`src/rtl/led_sched_pkg.sv`:
```
// Shared types and widths for the status-LED pattern scheduler.
package led_sched_pkg;

  localparam int PATTERN_W = 8;
  localparam int REP_W     = 4;

  typedef enum logic [1:0] {
    IDLE = 2'd0,
    PLAY = 2'd1,
    GAP  = 2'd2
  } state_e;

endpackage

```
`src/rtl/led_tick_gen.sv`:
```
// Prescaler: one-cycle tick every TICK_DIV clocks, restartable by a synchronous clear.
module led_tick_gen #(
  parameter int TICK_DIV = 2500
) (
  input  logic clk,
  input  logic rst_n,
  input  logic clear_i,
  output logic tick_o
);

  localparam int CNT_W = $clog2(TICK_DIV);
  localparam logic [CNT_W-1:0] CNT_MAX = CNT_W'(TICK_DIV - 1);

  logic [CNT_W-1:0] cnt_q;
  logic [CNT_W-1:0] cnt_d;

  assign tick_o = (cnt_q == CNT_MAX);

  // Next count: clear wins, otherwise wrap on the tick cycle.
  always_comb begin
    cnt_d = cnt_q;
    if (clear_i) begin
      cnt_d = '0;
    end else if (tick_o) begin
      cnt_d = '0;
    end else begin
      cnt_d = cnt_q + CNT_W'(1);
    end
  end

  // Count register.
  always_ff @(posedge clk or negedge rst_n) begin
    if (!rst_n) begin
      cnt_q <= '0;
    end else begin
      cnt_q <= cnt_d;
    end
  end

endmodule

```
`src/rtl/led_pattern_scheduler.sv`:
```
// Round-robin owner of the single status LED: plays the granted 8-bit pattern
// REPEATS times at one bit per tick, then holds the LED dark for one tick.
module led_pattern_scheduler
  import led_sched_pkg::*;
#(
  parameter int NUM_REQ  = 4,
  parameter int TICK_DIV = 2500,
  parameter int REPEATS  = 2
) (
  input  logic                           clk,
  input  logic                           rst_n,
  input  logic [NUM_REQ-1:0]             req_i,
  input  logic [PATTERN_W*NUM_REQ-1:0]   pattern_i,
  output logic [NUM_REQ-1:0]             grant_o,
  output logic [NUM_REQ-1:0]             done_o,
  output logic                           busy_o,
  output logic                           led_o
);

  localparam int IDX_W = $clog2(NUM_REQ);
  localparam logic [REP_W-1:0] REP_LAST = REP_W'(REPEATS - 1);

  state_e                 state_q, state_d;
  logic [IDX_W-1:0]       owner_q, owner_d;
  logic [IDX_W-1:0]       last_q, last_d;
  logic [PATTERN_W-1:0]   pat_q, pat_d;
  logic [2:0]             bit_idx_q, bit_idx_d;
  logic [REP_W-1:0]       rep_q, rep_d;
  logic [NUM_REQ-1:0]     grant_q, grant_d;
  logic [NUM_REQ-1:0]     done_q, done_d;
  logic                   busy_q, busy_d;
  logic                   led_q, led_d;
  logic                   tick_s;
  logic                   tick_clr_s;
  logic [IDX_W-1:0]       pick_s;

  // Lowest requester above the last owner wins; otherwise wrap to the lowest one.
  function automatic logic [IDX_W-1:0] rr_pick(input logic [NUM_REQ-1:0] r,
                                                input logic [IDX_W-1:0]   last);
    logic [IDX_W-1:0] hi_pick;
    logic [IDX_W-1:0] lo_pick;
    logic             hi_found;
    hi_pick  = '0;
    lo_pick  = '0;
    hi_found = 1'b0;
    for (int i = NUM_REQ - 1; i >= 0; i--) begin
      if (r[i] && (i > int'(last))) begin
        hi_pick  = IDX_W'(i);
        hi_found = 1'b1;
      end else if (r[i]) begin
        lo_pick = IDX_W'(i);
      end
    end
    return hi_found ? hi_pick : lo_pick;
  endfunction

  function automatic logic [NUM_REQ-1:0] onehot(input logic [IDX_W-1:0] idx);
    return {{(NUM_REQ-1){1'b0}}, 1'b1} << idx;
  endfunction

  assign pick_s = rr_pick(req_i, last_q);

  led_tick_gen #(
    .TICK_DIV (TICK_DIV)
  ) u_tick (
    .clk     (clk),
    .rst_n   (rst_n),
    .clear_i (tick_clr_s),
    .tick_o  (tick_s)
  );

  // Next-state, counters and registered-output precompute.
  always_comb begin
    state_d    = state_q;
    owner_d    = owner_q;
    last_d     = last_q;
    pat_d      = pat_q;
    bit_idx_d  = bit_idx_q;
    rep_d      = rep_q;
    done_d     = '0;
    tick_clr_s = 1'b0;

    case (state_q)
      IDLE: begin
        if (|req_i) begin
          state_d    = PLAY;
          owner_d    = pick_s;
          pat_d      = pattern_i[pick_s*PATTERN_W +: PATTERN_W];
          bit_idx_d  = 3'd0;
          rep_d      = '0;
          tick_clr_s = 1'b1;
        end else begin
          state_d = IDLE;
        end
      end
      PLAY: begin
        if (!req_i[owner_q]) begin
          // Owner withdrew: dark gap without a completion pulse.
          state_d    = GAP;
          last_d     = owner_q;
          tick_clr_s = 1'b1;
        end else if (tick_s) begin
          bit_idx_d = bit_idx_q + 3'd1;
          if ((bit_idx_q == 3'd7) && (rep_q == REP_LAST)) begin
            state_d    = GAP;
            done_d     = onehot(owner_q);
            last_d     = owner_q;
            tick_clr_s = 1'b1;
          end else if (bit_idx_q == 3'd7) begin
            rep_d = rep_q + REP_W'(1);
          end else begin
            rep_d = rep_q;
          end
        end else begin
          state_d = PLAY;
        end
      end
      GAP: begin
        if (tick_s) begin
          state_d = IDLE;
        end else begin
          state_d = GAP;
        end
      end
      default: begin
        state_d    = IDLE;
        tick_clr_s = 1'b1;
      end
    endcase

    grant_d = (state_d == PLAY) ? onehot(owner_d) : '0;
    busy_d  = (state_d != IDLE);
    led_d   = (state_d == PLAY) ? pat_d[bit_idx_d] : 1'b0;
  end

  // State, datapath and output registers.
  always_ff @(posedge clk or negedge rst_n) begin
    if (!rst_n) begin
      state_q   <= IDLE;
      owner_q   <= '0;
      last_q    <= IDX_W'(NUM_REQ - 1);
      pat_q     <= '0;
      bit_idx_q <= 3'd0;
      rep_q     <= '0;
      grant_q   <= '0;
      done_q    <= '0;
      busy_q    <= 1'b0;
      led_q     <= 1'b0;
    end else begin
      state_q   <= state_d;
      owner_q   <= owner_d;
      last_q    <= last_d;
      pat_q     <= pat_d;
      bit_idx_q <= bit_idx_d;
      rep_q     <= rep_d;
      grant_q   <= grant_d;
      done_q    <= done_d;
      busy_q    <= busy_d;
      led_q     <= led_d;
    end
  end

  assign grant_o = grant_q;
  assign done_o  = done_q;
  assign busy_o  = busy_q;
  assign led_o   = led_q;

endmodule

```
`config.mk`:
```
export PLATFORM = sky130hd
export DESIGN_NAME = led_pattern_scheduler
export DESIGN_NICKNAME = d
export VERILOG_FILES = /design/src/rtl/led_sched_pkg.sv /design/src/rtl/led_tick_gen.sv /design/src/rtl/led_pattern_scheduler.sv
export SDC_FILE = /design/constraint.sdc
export NUM_CORES = 1
export LEC_CHECK = 0
export BUFFER_PORTS_ARGS = -buffer_cell sky130_fd_sc_hd__buf_2
export CORE_MARGIN = 5
export CORE_UTILIZATION = 55
export CTS_BUF_LIST = sky130_fd_sc_hd__clkbuf_16
export DETAILED_ROUTE_END_ITERATION = 10
export GPL_ROUTABILITY_DRIVEN = 1
export GPL_TIMING_DRIVEN = 0
export PLACE_DENSITY = 0.8
export SLEW_MARGIN = 15
export SYNTH_ARGS = -nofsm -noshare
export SYNTH_HDL_FRONTEND = slang
export SYNTH_SLANG_ARGS = --single-unit
export TNS_END_PERCENT = 100
```
`constraint.sdc`:
```
create_clock -name clk -period 2.8 [get_ports clk]
set_input_delay 0.28 -clock clk [delete_from_list [all_inputs] [get_ports clk]]
set_output_delay 0.28 -clock clk [all_outputs]
set_load 0.02 [all_outputs]
```
==> metrics.txt, run 1 <==
PostCTS Resize Cnt=0; worst-path maximum fanout=7; first-pass GRT wire length=9540 um; Peak VDD IR=around 0.52 mV; total track usage=between 10% and 20%; Synth Cell Area=between 2000 and 2500 um2; CP Launch Type=flip-flop; Mean Syn Cell Area=roughly 10 um2; Fin. Hold Viols=0; Post-Syn Nets=about 280; placed instance count=340; Buf/Inv on CP=1; Leakage=0.00135 uW; DR pass1 iterations=4; Relative slew margins=between 30 and 40%; die area=roughly 5800 um2; CTS Buf Count=5; CTS tree=done; fraction of layout cells with a size suffix above 1=between 20% and 30%; post-CTS setup buffer count=0; vias in the first global route=2045; Unique masters post-synth=64; DR vias=1910; initial core utilization=between 50% and 60%; cell taking the most area after synthesis=dfrtp_1; Fin Clk Skew=around 0.006 ns; setup TNS=0 ns; Placer Congestion=about 0.82; post-synthesis sequential area ratio=44.8%; Die W=~76 um; Antenna Cells=0; antenna-violating nets left=0; Root Driver=clkbuf_16; Synth Flop Type=dfrtp_1; Hold-fix buffers, CTS=0; final-stage net count=roughly 340; Setup crit end kind=flip-flop; CP max stage delay=~0.55 ns; Die Y=approximately 76 um; row cnt=24; synth top area cells=dfrtp_1 43%, nor2_1 5.0%, nand2_1 4.7%; post-DR vias/cell=approximately 5.5; DR WL/cell=14.7 um; clock-pin transition on the worst setup and hold timing paths=0.06 ns; Cell Pwr Density=between 800 and 900 nW/um2; largest net degree at the start of global routing=between 40 and 50; crit-path cells=and2b_1 -> o21ai_1 -> and2_1 -> buf_4 -> mux2_2 -> o21ai_2 -> a211oi_2 -> nor4_2; # Max-Cap Violations=0; Max Slew Vio Count=0; hpwl dp=3780 um; Critical Path RT=2.99 ns; initial antenna violation count=0; #FFs+latches synth=43; Syn Inst Count=241; number of DRC markers in iteration 0=65; DRT Wirelength=5120 um; status=completed; H-tree depth=2; Final Critical Period=2.44 ns; top-level port count=48; worst slew pin tran=about 0.95 ns; Clock Tree Buf Depth=2; Core ar.=between 4000 and 5000 um2; worst-skew pair later-pin latency=around 0.28 ns; Post-synth ARST share=100%; Setup CP Type=reg2reg; Layout area overhead=18.5%; EDFF count, synth=0; fin crit share=just under 90%; fmax=between 400 and 500 MHz; DRC errors left=0; CP Data Arrival Time=approximately 2.6 ns; Synth warnings=0; CP max stage cell=dfstp_2; Port Buffer Count=47; RSZ-0062 raised after global routing=no; GRT overflow=0; Filler cells=~340; worst hold path type=in2async; Setup Viol. Count Final=0; CP delay by family, top=simple AND/OR/NAND/NOR gates; area fraction of the dominant cell type after synthesis=42.6%; fin cells=348; CTS Sinks=between 40 and 50
[power breakdown]
group	switching [uW]	leakage, uW	total, uW	internal, uW
combinational	611	0.000726	1010	399
sequential	85.3	0.000559	868	782
clock	227	0.0000649	550	324
total	923	0.00135	2430	1510
[synth_stat cells, types with 4 or more instances]
master / number
nor3_1: 6
mux2i_1: 8
o21ai_0: 7
and3_1: 4
inv_1: 10
nand3_1: 10
dfrtp_1: 41
ha_1: 5
xor2_1: 9
nand2_1: 30
nor2_1: 32
[layout by cell type (no fill, tap or decap), types with 4 or more instances in the layout]
master     count
ha_1           5
dfrtp_1       41
clkbuf_16      5
buf_2         50
nor3_1         5
mux2i_1        8
nor2_1        32
nand2_1       30
xor2_1         9
nand3_1       10
and3_1         4
inv_1         10
o21ai_0        7
[layout make-up]
type / count / area (um2) / area share [%]
buffer: 7 / 41.3 / 1.45
clock buffer: 5 / 125 / 4.38
clock inverter: 3 / 15.0 / 0.526
inverter: 10 / 37.5 / 1.31
multi-input combinational: 181 / 1260 / 44.0
sequential: 43 / 1080 / 37.8
tap: 52 / 65.1 / 2.28
timing repair buffer: 47 / 235 / 8.24
[path summary, 6_finish.rpt]
kind                                from    endpoint  slack, ns  cells past startpoint
max reg2reg                    last_q[0]       led_o       0.36                      8
max in group asynchronous          rst_n  grant_o[2]       2.06                      1
min in group clk           pattern_i[16]    pat_q[0]       0.31                      3
min                                rst_n    pat_q[3]       0.15                      1
min reg2reg                     pat_q[5]    pat_q[5]       0.47                      2
max                            last_q[0]       led_o       0.36                      8
[registers in the layout, summed over array words and instances (netlist names)]
register,count
bit_idx_q,3
busy_o,1
done_o,4
grant_o,4
last_q,2
led_o,1
owner_q,2
pat_q,8
rep_q,4
state_q,2
u_tick.cnt_q,12
[cells by family (layout without fill, tap and decap cells)]
kind of cell               after synthesis  after routing  share of synthesized area [%]
and+or+nand+nor                        111            111                           24.5
DFF                                     43             43                           44.8
AOI/OAI and AO/OA                       38             38                           12.4
buffers and inverters                   17             72                           3.27
muxes                                   15             15                           8.15
xor gates and xnor gates                12             12                           4.36
adders and majority gates                5              5                           2.60
[per-layer routing]
metal	track usage, %	vias to the layer above	share of wire, %
met2	33.0	43	50
met5	0	-	0
li1	-	957	-
met4	7.17	0	1.8
met3	4.73	7	4.5
met1	25.0	903	44
[metrics by stage]
step / setup slack, ns / hold slack (ns) / power (uW) / instance area [um2] / util (%)
finish: 0.362 / 0.147 / 2430 / 2860 / 66.5
global route: 0.144 / 0.240 / 2630 / 2860 / 66.5
CTS: 0.362 / 0.184 / 2450 / 2850 / 66.4
detailed placement: 0.362 / 0.456 / 1880 / 2710 / 63.1
global placement: 0.423 / 0.453 / 1860 / 2710 / 63.1
floorplan: 0.671 / -0.0156 / 1620 / 2410 / -
Power figures use the tool's default switching activity.
==> run 2, diff against run 1 <==
--- a/config.mk
+++ b/config.mk
@@ -6,6 +6,7 @@
 export NUM_CORES = 1
 export LEC_CHECK = 0
 export BUFFER_PORTS_ARGS = -buffer_cell sky130_fd_sc_hd__buf_2
+export CORE_ASPECT_RATIO = 0.5
 export CORE_MARGIN = 5
 export CORE_UTILIZATION = 55
 export CTS_BUF_LIST = sky130_fd_sc_hd__clkbuf_16
==> run 2 against run 1 <==
Compared with the run above: sequential share of layout area is 0.13 points lower; final cell count rose by 1.4%; register-to-register slack worse by 0.03 ns; core utilization down 0.13 points; power rose by 2.2%; hold slack got worse by 0.021 ns; largest cell class unchanged.
==> metrics.txt, run 2 (synthesis results as in run 1) <==
status=completed; H-tree depth=2 (unchanged); most frequent cells in the layout=50 x buf_2, 41 x dfrtp_1, 32 x nor2_1; vias in the first global route=1992 (-2.6%); hold slack=0.126 ns (-0.0210 ns); antenna-violating nets left=0 (unchanged); Fin. Hold Viols=0 (unchanged); Setup Viol. Count Final=0 (unchanged); CP Data Arrival Time=2.65 ns (+0.02 ns); Placer Congestion=0.801 (-2.6%); Max Slew Vio Count=0 (unchanged); largest net degree at the start of global routing=44 (unchanged); fmax=406 MHz (-1.1%); GR Util met3=6.43% (+1.7 points); worst setup margin=0.336 ns (-0.0260 ns); GRT overflow=0 (unchanged); number of flip-flops in the largest register=12 (unchanged); Port Buffer Count=47 (unchanged); DR WL/cell=14.8 um (+0.74%); CP max stage delay=0.55 ns (about the same); Final Cell Area=2870 um2 (+0.35%); Hold-fix buffers, CTS=0 (unchanged); hpwl dp=3890 um (+2.8%); worst-path maximum fanout=7 (unchanged); sequential power share=35.1% (-0.6 points); CP max stage cell=dfstp_2; initial core utilization=55.8% (-0.31 points); Final Critical Period=2.46 ns (+0.0260 ns); Die W=104 um (+36%); Leakage=0.00135 uW (about the same); worst hold path type=in2async; crit-path cells=and2b_1 -> o21ai_1 -> and2_1 -> buf_4 -> mux2_2 -> o21ai_2 -> a211oi_2 -> nor4_2; met1 usage=23.0% (-1.9 points); Die Y=56.8 um (-25%); fin crit share=88.0% (+0.93 points); DR pass1 iterations=4 (unchanged); Root Driver=clkbuf_16; DRC errors left=0 (unchanged); row cnt=17 (-29%); most common cell after layout, fill and taps aside=buf_2; Setup CP Type=reg2reg; fraction of layout cells with a size suffix above 1=29.7% (+0.34 points); switching share of power=39.0% (+0.99 points); Most Crowded Layer GR=met2; worst-skew pair later-pin latency=0.29 ns (about the same); CTS Buf Count=5 (unchanged); # Max-Cap Violations=0 (unchanged); internal power=1510 uW (+0.52%); Final Core Density=66.4% (-0.13 points); post-DR vias/cell=5.57 (+1.5%); post-CTS setup buffer count=0 (unchanged); Setup crit end kind=flip-flop; CTS Sinks=43 (unchanged); Cell Pwr Density=866 nW/um2 (+1.8%); largest register by flop count=u_tick.cnt_q; final-stage net count=338 (unchanged); Peak VDD IR=0.386 mV (-25%); Clock power frac=23.8% (+1.1 points); DRT Wirelength=5230 um (+2.2%); Fin Clk Skew=0.00300 ns (-0.00298 ns); PostCTS Resize Cnt=0 (unchanged); Core ar.=4320 um2 (+0.55%); RSZ-0062 raised after global routing=no; Largest regs=u_tick.cnt_q: 12 flops, pat_q: 8 flops; Clock Tree Buf Depth=2 (unchanged); CTS tree=done; Layout area overhead=18.9%; initial antenna violation count=0 (unchanged); DR vias=1967 (+3.0%); clock-pin transition on the worst setup and hold timing paths=0.06 ns (about the same); worst slew pin tran=0.984 ns (+0.0330 ns); dpl cell area=2720 um2 (+0.23%); Antenna Cells=0 (unchanged); top-level port count=48 (unchanged); setup TNS=0 ns (unchanged); Psw=967 uW (+4.8%); die area=5890 um2 (+1.4%); CP Launch Type=flip-flop; combinational share of power=41.1% (-0.5 points); first-pass GRT wire length=8940 um (-6.2%); total track usage=19.0% (-0.81 points); Critical Path RT=2.98 ns (about the same); number of DRC markers in iteration 0=62 (-4.6%); Relative slew margins=33.9% (-2.7 points); worst slack at placement=0.397 ns (+0.0347 ns); GRT met2 Usage=32.0% (-0.99 points)
==> run 2: cell types whose count changed in the layout (fill, tap and decap cells not counted), sizes merged <==
cell	change
clkinv	-2
inv	+1
clkinvlp	+1
==> run 2: power groups by stage <==
stage               Clock [uW]  Sequential [uW]  Combinational (uW)
finish                     592              870                1020
global route               630              887                1130
CTS                        594              869                1020
detailed placement           0              877                1010
global placement             0              869                 974
floorplan                    0              894                 731
==> run 2: final cells by class <==
type                       instances  area, um2
clock inverter                     3       23.8
inverter                          10       37.5
multi-input combinational        181       1250
buffer                             7       41.3
sequential                        43       1080
timing repair buffer              47        235
fill                             353       1450
tap                               57       71.3
clock buffer                       5        125
==> run 2: worst paths after layout <==
path | depth (start not counted) | startpoint | end | slack (ns)
setup / recovery | 8 | last_q[0] | led_o | 0.34
hold reg to reg | 2 | pat_q[5] | pat_q[5] | 0.48
min in group clk | 3 | pattern_i[16] | pat_q[0] | 0.27
max in group asynchronous | 1 | rst_n | done_o[2] | 2.09
setup reg to reg | 8 | last_q[0] | led_o | 0.34
hold / removal | 1 | rst_n | bit_idx_q[1] | 0.13
==> run 2: per-layer routing <==
metal | part of all wire [%] | up-vias
li1 | - | 971
met1 | 46 | 953
met2 | 48 | 34
met3 | 4.5 | 9
met4 | 1.6 | 0
met5 | 0 | -
==> run 2: worst max-delay path, delay by kind of cell (launching register included) <==
family          cells  cell delay (ns)
flops               1             0.55
buf+inv             1             0.16
compound gates      3             0.63
mux                 1             0.35
simple gates        3             0.68
==> run 2: metrics by stage <==
stage / std cells / total power (uW)
after floorplan: 241 / 1620
after global placement: 345 / 1840
after detailed placement: 345 / 1890
after CTS: 353 / 2480
after global routing: 353 / 2650
final: 353 / 2480
==> run 3, diff against run 2 <==
--- a/config.mk
+++ b/config.mk
@@ -5,6 +5,7 @@
 export SDC_FILE = /design/constraint.sdc
 export NUM_CORES = 1
 export LEC_CHECK = 0
+export ABC_AREA = 1
 export BUFFER_PORTS_ARGS = -buffer_cell sky130_fd_sc_hd__buf_2
 export CORE_ASPECT_RATIO = 0.5
 export CORE_MARGIN = 5
@@ -13,7 +14,7 @@
 export DETAILED_ROUTE_END_ITERATION = 10
 export GPL_ROUTABILITY_DRIVEN = 1
 export GPL_TIMING_DRIVEN = 0
-export PLACE_DENSITY = 0.8
+export PLACE_DENSITY = 0.79
 export SLEW_MARGIN = 15
 export SYNTH_ARGS = -nofsm -noshare
 export SYNTH_HDL_FRONTEND = slang
==> constraint.sdc (replaced) <==
create_clock -name clk -period 2.4 [get_ports clk]
set_input_delay 0.24 -clock clk [delete_from_list [all_inputs] [get_ports clk]]
set_output_delay 0.24 -clock clk [all_outputs]
set_load 0.02 [all_outputs]
==> run 3 against run 2 <==
Compared with the run above: highest routed layer unchanged; setup slack got worse by 0.028 ns; sequential share of layout area decreased by 1.2 points; wire length increased by 6.4%; final cell count increased by 25%; hold slack got worse by 0.022 ns; synthesized cell count increased by 37%; non-clock buffer count decreased by 3; critical path depth increased by 2; global-route usage increased by 0.62 points; final area increased by 3.3%.
==> metrics.txt, run 3 <==
Root Driver=clkbuf_16; post-CTS setup buffer count=0 (unchanged); Fin Clk Skew=0.00428 ns (+0.00127 ns); worst-skew pair later-pin latency=0.28 ns (about the same); Final Critical Period=2.09 ns (-0.372 ns); area fraction of the dominant cell type after synthesis=41.3% (-1.3 points); #FFs+latches synth=43 (unchanged); leading cell type by number of instances after synthesis=nand2_1; Core ar.=4380 um2 (+1.5%); CP max stage cell=dfrtp_1; Synth warnings=0 (unchanged); fin crit share=87.2% (-0.84 points); Relative slew margins=36.8% (+2.9 points); antenna-violating nets left=0 (unchanged); setup TNS=0 ns (unchanged); Buf/Inv on CP=1 (unchanged); Placer Congestion=0.896 (+12%); synth top area cells=dfrtp_1 41%, nand2_1 14%, nand3_1 11%; Max Slew Vio Count=0 (unchanged); most frequent cells in the layout=94 x nand2_1, 54 x nand3_1, 49 x buf_2; Clock Tree Buf Depth=2 (unchanged); CP max stage delay=0.38 ns (-0.17 ns); most common cell after layout, fill and taps aside=nand2_1; Syn Inst Count=331 (+37%); fmax=478 MHz (+18%); fin cells=443 (+25%); area of the multi-input gates=1210 um2 (-3.5%); GRT overflow=0 (unchanged); worst hold path type=in2async; Cell Pwr Density=544 nW/um2 (-37%); status=completed; DR pass1 iterations=4 (unchanged); initial core utilization=56.7% (+0.90 points); Unique masters post-synth=35 (-45%); DR WL/cell=12.6 um (-15%); clock-pin transition on the worst setup and hold timing paths=0.06 ns (about the same); register area=1080 um2 (unchanged); largest net degree at the start of global routing=44 (unchanged); Die W=105 um (+1.4%); worst slew pin tran=0.948 ns (-0.0366 ns); FF-to-FF setup slack=0.31 ns (-0.03 ns); row cnt=17 (unchanged); Critical Path RT=2.57 ns (-0.41 ns); Port Buffer Count=47 (unchanged); Filler cells=361 (+2.3%); post-DR vias/cell=5.25 (-5.7%); hold slack=0.104 ns (-0.0215 ns); Die Y=57.5 um (+1.3%); crit-path cells=ha_1 -> nand3_1 -> nor3_1 -> nand3_1 -> nand2_1 -> o22ai_2 -> inv_1 -> nand3_1 -> a21oi_1 -> nor2_2; CP Launch Type=flip-flop; commonest cells in the synthesized netlist=94 x nand2_1, 54 x nand3_1, 41 x dfrtp_1; CTS Buf Count=5 (unchanged); vias in the first global route=2297 (+15%); first-pass GRT wire length=9850 um (+10%); largest register by flop count=u_tick.cnt_q; fraction of layout cells with a size suffix above 1=21.8% (-8.0 points); Setup CP Type=reg2reg; DRT Wirelength=5560 um (+6.4%); DR vias=2327 (+18%); Synth Flop Type=dfrtp_1; Peak VDD IR=0.342 mV (-11%); DRC errors left=0 (unchanged); Mean Syn Cell Area=7.51 um2 (-25%); Layout area overhead=19.1%; top-level port count=48 (unchanged); hpwl dp=4350 um (+12%); Largest regs=u_tick.cnt_q: 12 flops, pat_q: 8 flops; number of DRC markers in iteration 0=112 (+81%); most frequent CP cell=nand3_1; CTS Sinks=43 (unchanged); placed instance count=435 (+26%); Post-Syn Nets=374 (+32%); total track usage=19.6% (+0.62 points); die area=6040 um2 (+2.7%); Hold-fix buffers, CTS=0 (unchanged); Post-synth ARST share=100% (unchanged); H-tree depth=2 (unchanged); Setup Viol. Count Final=0 (unchanged); post-synthesis sequential area ratio=43.4% (-1.4 points); number of flip-flops in the largest register=12 (unchanged); Fin. Hold Viols=0 (unchanged); Setup crit end kind=flip-flop; Leakage=0.00164 uW (+21%); final-stage net count=428 (+27%); Antenna Cells=0 (unchanged); cell taking the most area after synthesis=dfrtp_1; RSZ-0062 raised after global routing=no; worst-path maximum fanout=4 (-3); CTS tree=done; initial antenna violation count=0 (unchanged); PostCTS Resize Cnt=0 (unchanged); CP Data Arrival Time=2.26 ns (-0.39 ns); CP delay by family, top=simple AND/OR/NAND/NOR gates; Synth Cell Area=2480 um2 (+3.1%); # Max-Cap Violations=0 (unchanged); EDFF count, synth=0 (unchanged)
## run 3: cell count changes after synthesis, sizes merged, moves of 7 or more
cell and change:
inv +34, mux2i -7, nand2 +69, nand3 +47
## run 3: metrics by stage
stage                     utilization (%)  setup WS (ns)  power (uW)  cell area [um2]
after floorplan                         -          0.667         797             2480
after global placement               63.7          0.460         852             2790
after detailed placement             63.7          0.329         855             2790
after CTS                            67.6          0.292        1610             2960
after global routing                 67.6         0.0744        1660             2960
final                                67.6          0.308        1610             2960
## run 3: cells by family (layout without fill, tap and decap cells)
kind of cell	after synthesis	after routing	share of synthesized area, %
simple gates	209	209	38.7
flops	43	43	43.4
fa+ha+maj	5	5	2.52
xor+xnor	7	7	2.47
mux	1	1	0.403
buf+inv	48	103	7.96
compound gates	18	18	4.53
## run 3: layout make-up
class                   count  share of cell area [%]
plain buffers               4                    1.10
multi-input cells         240                    40.8
well taps                  57                    2.41
flip-flops and latches     43                    36.4
clock buffers               5                    4.23
repair buffers             47                    7.95
inverters                  44                    5.58
clock inverters             3                    1.48
## run 3: routing by layer
| metal | global-route usage [%] | vias up | part of all wire [%] |
|---|---|---|---|
| li1 | - | 1169 | - |
| met1 | 25.4 | 1088 | 45 |
| met2 | 35.1 | 68 | 49 |
| met3 | 3.73 | 2 | 5.2 |
| met4 | 3.46 | 0 | 0.49 |
| met5 | 0 | - | 0 |
## run 3: path summary, 6_finish.rpt
path / start / to / cells past startpoint
worst max-delay path: u_tick.cnt_q[0] / led_o / 10
worst min-delay path: rst_n / done_o[1] / 1
worst max register to register: u_tick.cnt_q[0] / led_o / 10
worst min register to register: u_tick.cnt_q[0] / u_tick.cnt_q[0] / 1
max in group asynchronous: rst_n / pat_q[4] / 1
min in group clk: pattern_i[29] / pat_q[5] / 5
## run 3: where the power goes
part	internal, uW	switching [uW]	total, uW
clock network	491	278	768
registers	725	0	725
logic	47.4	68.7	116
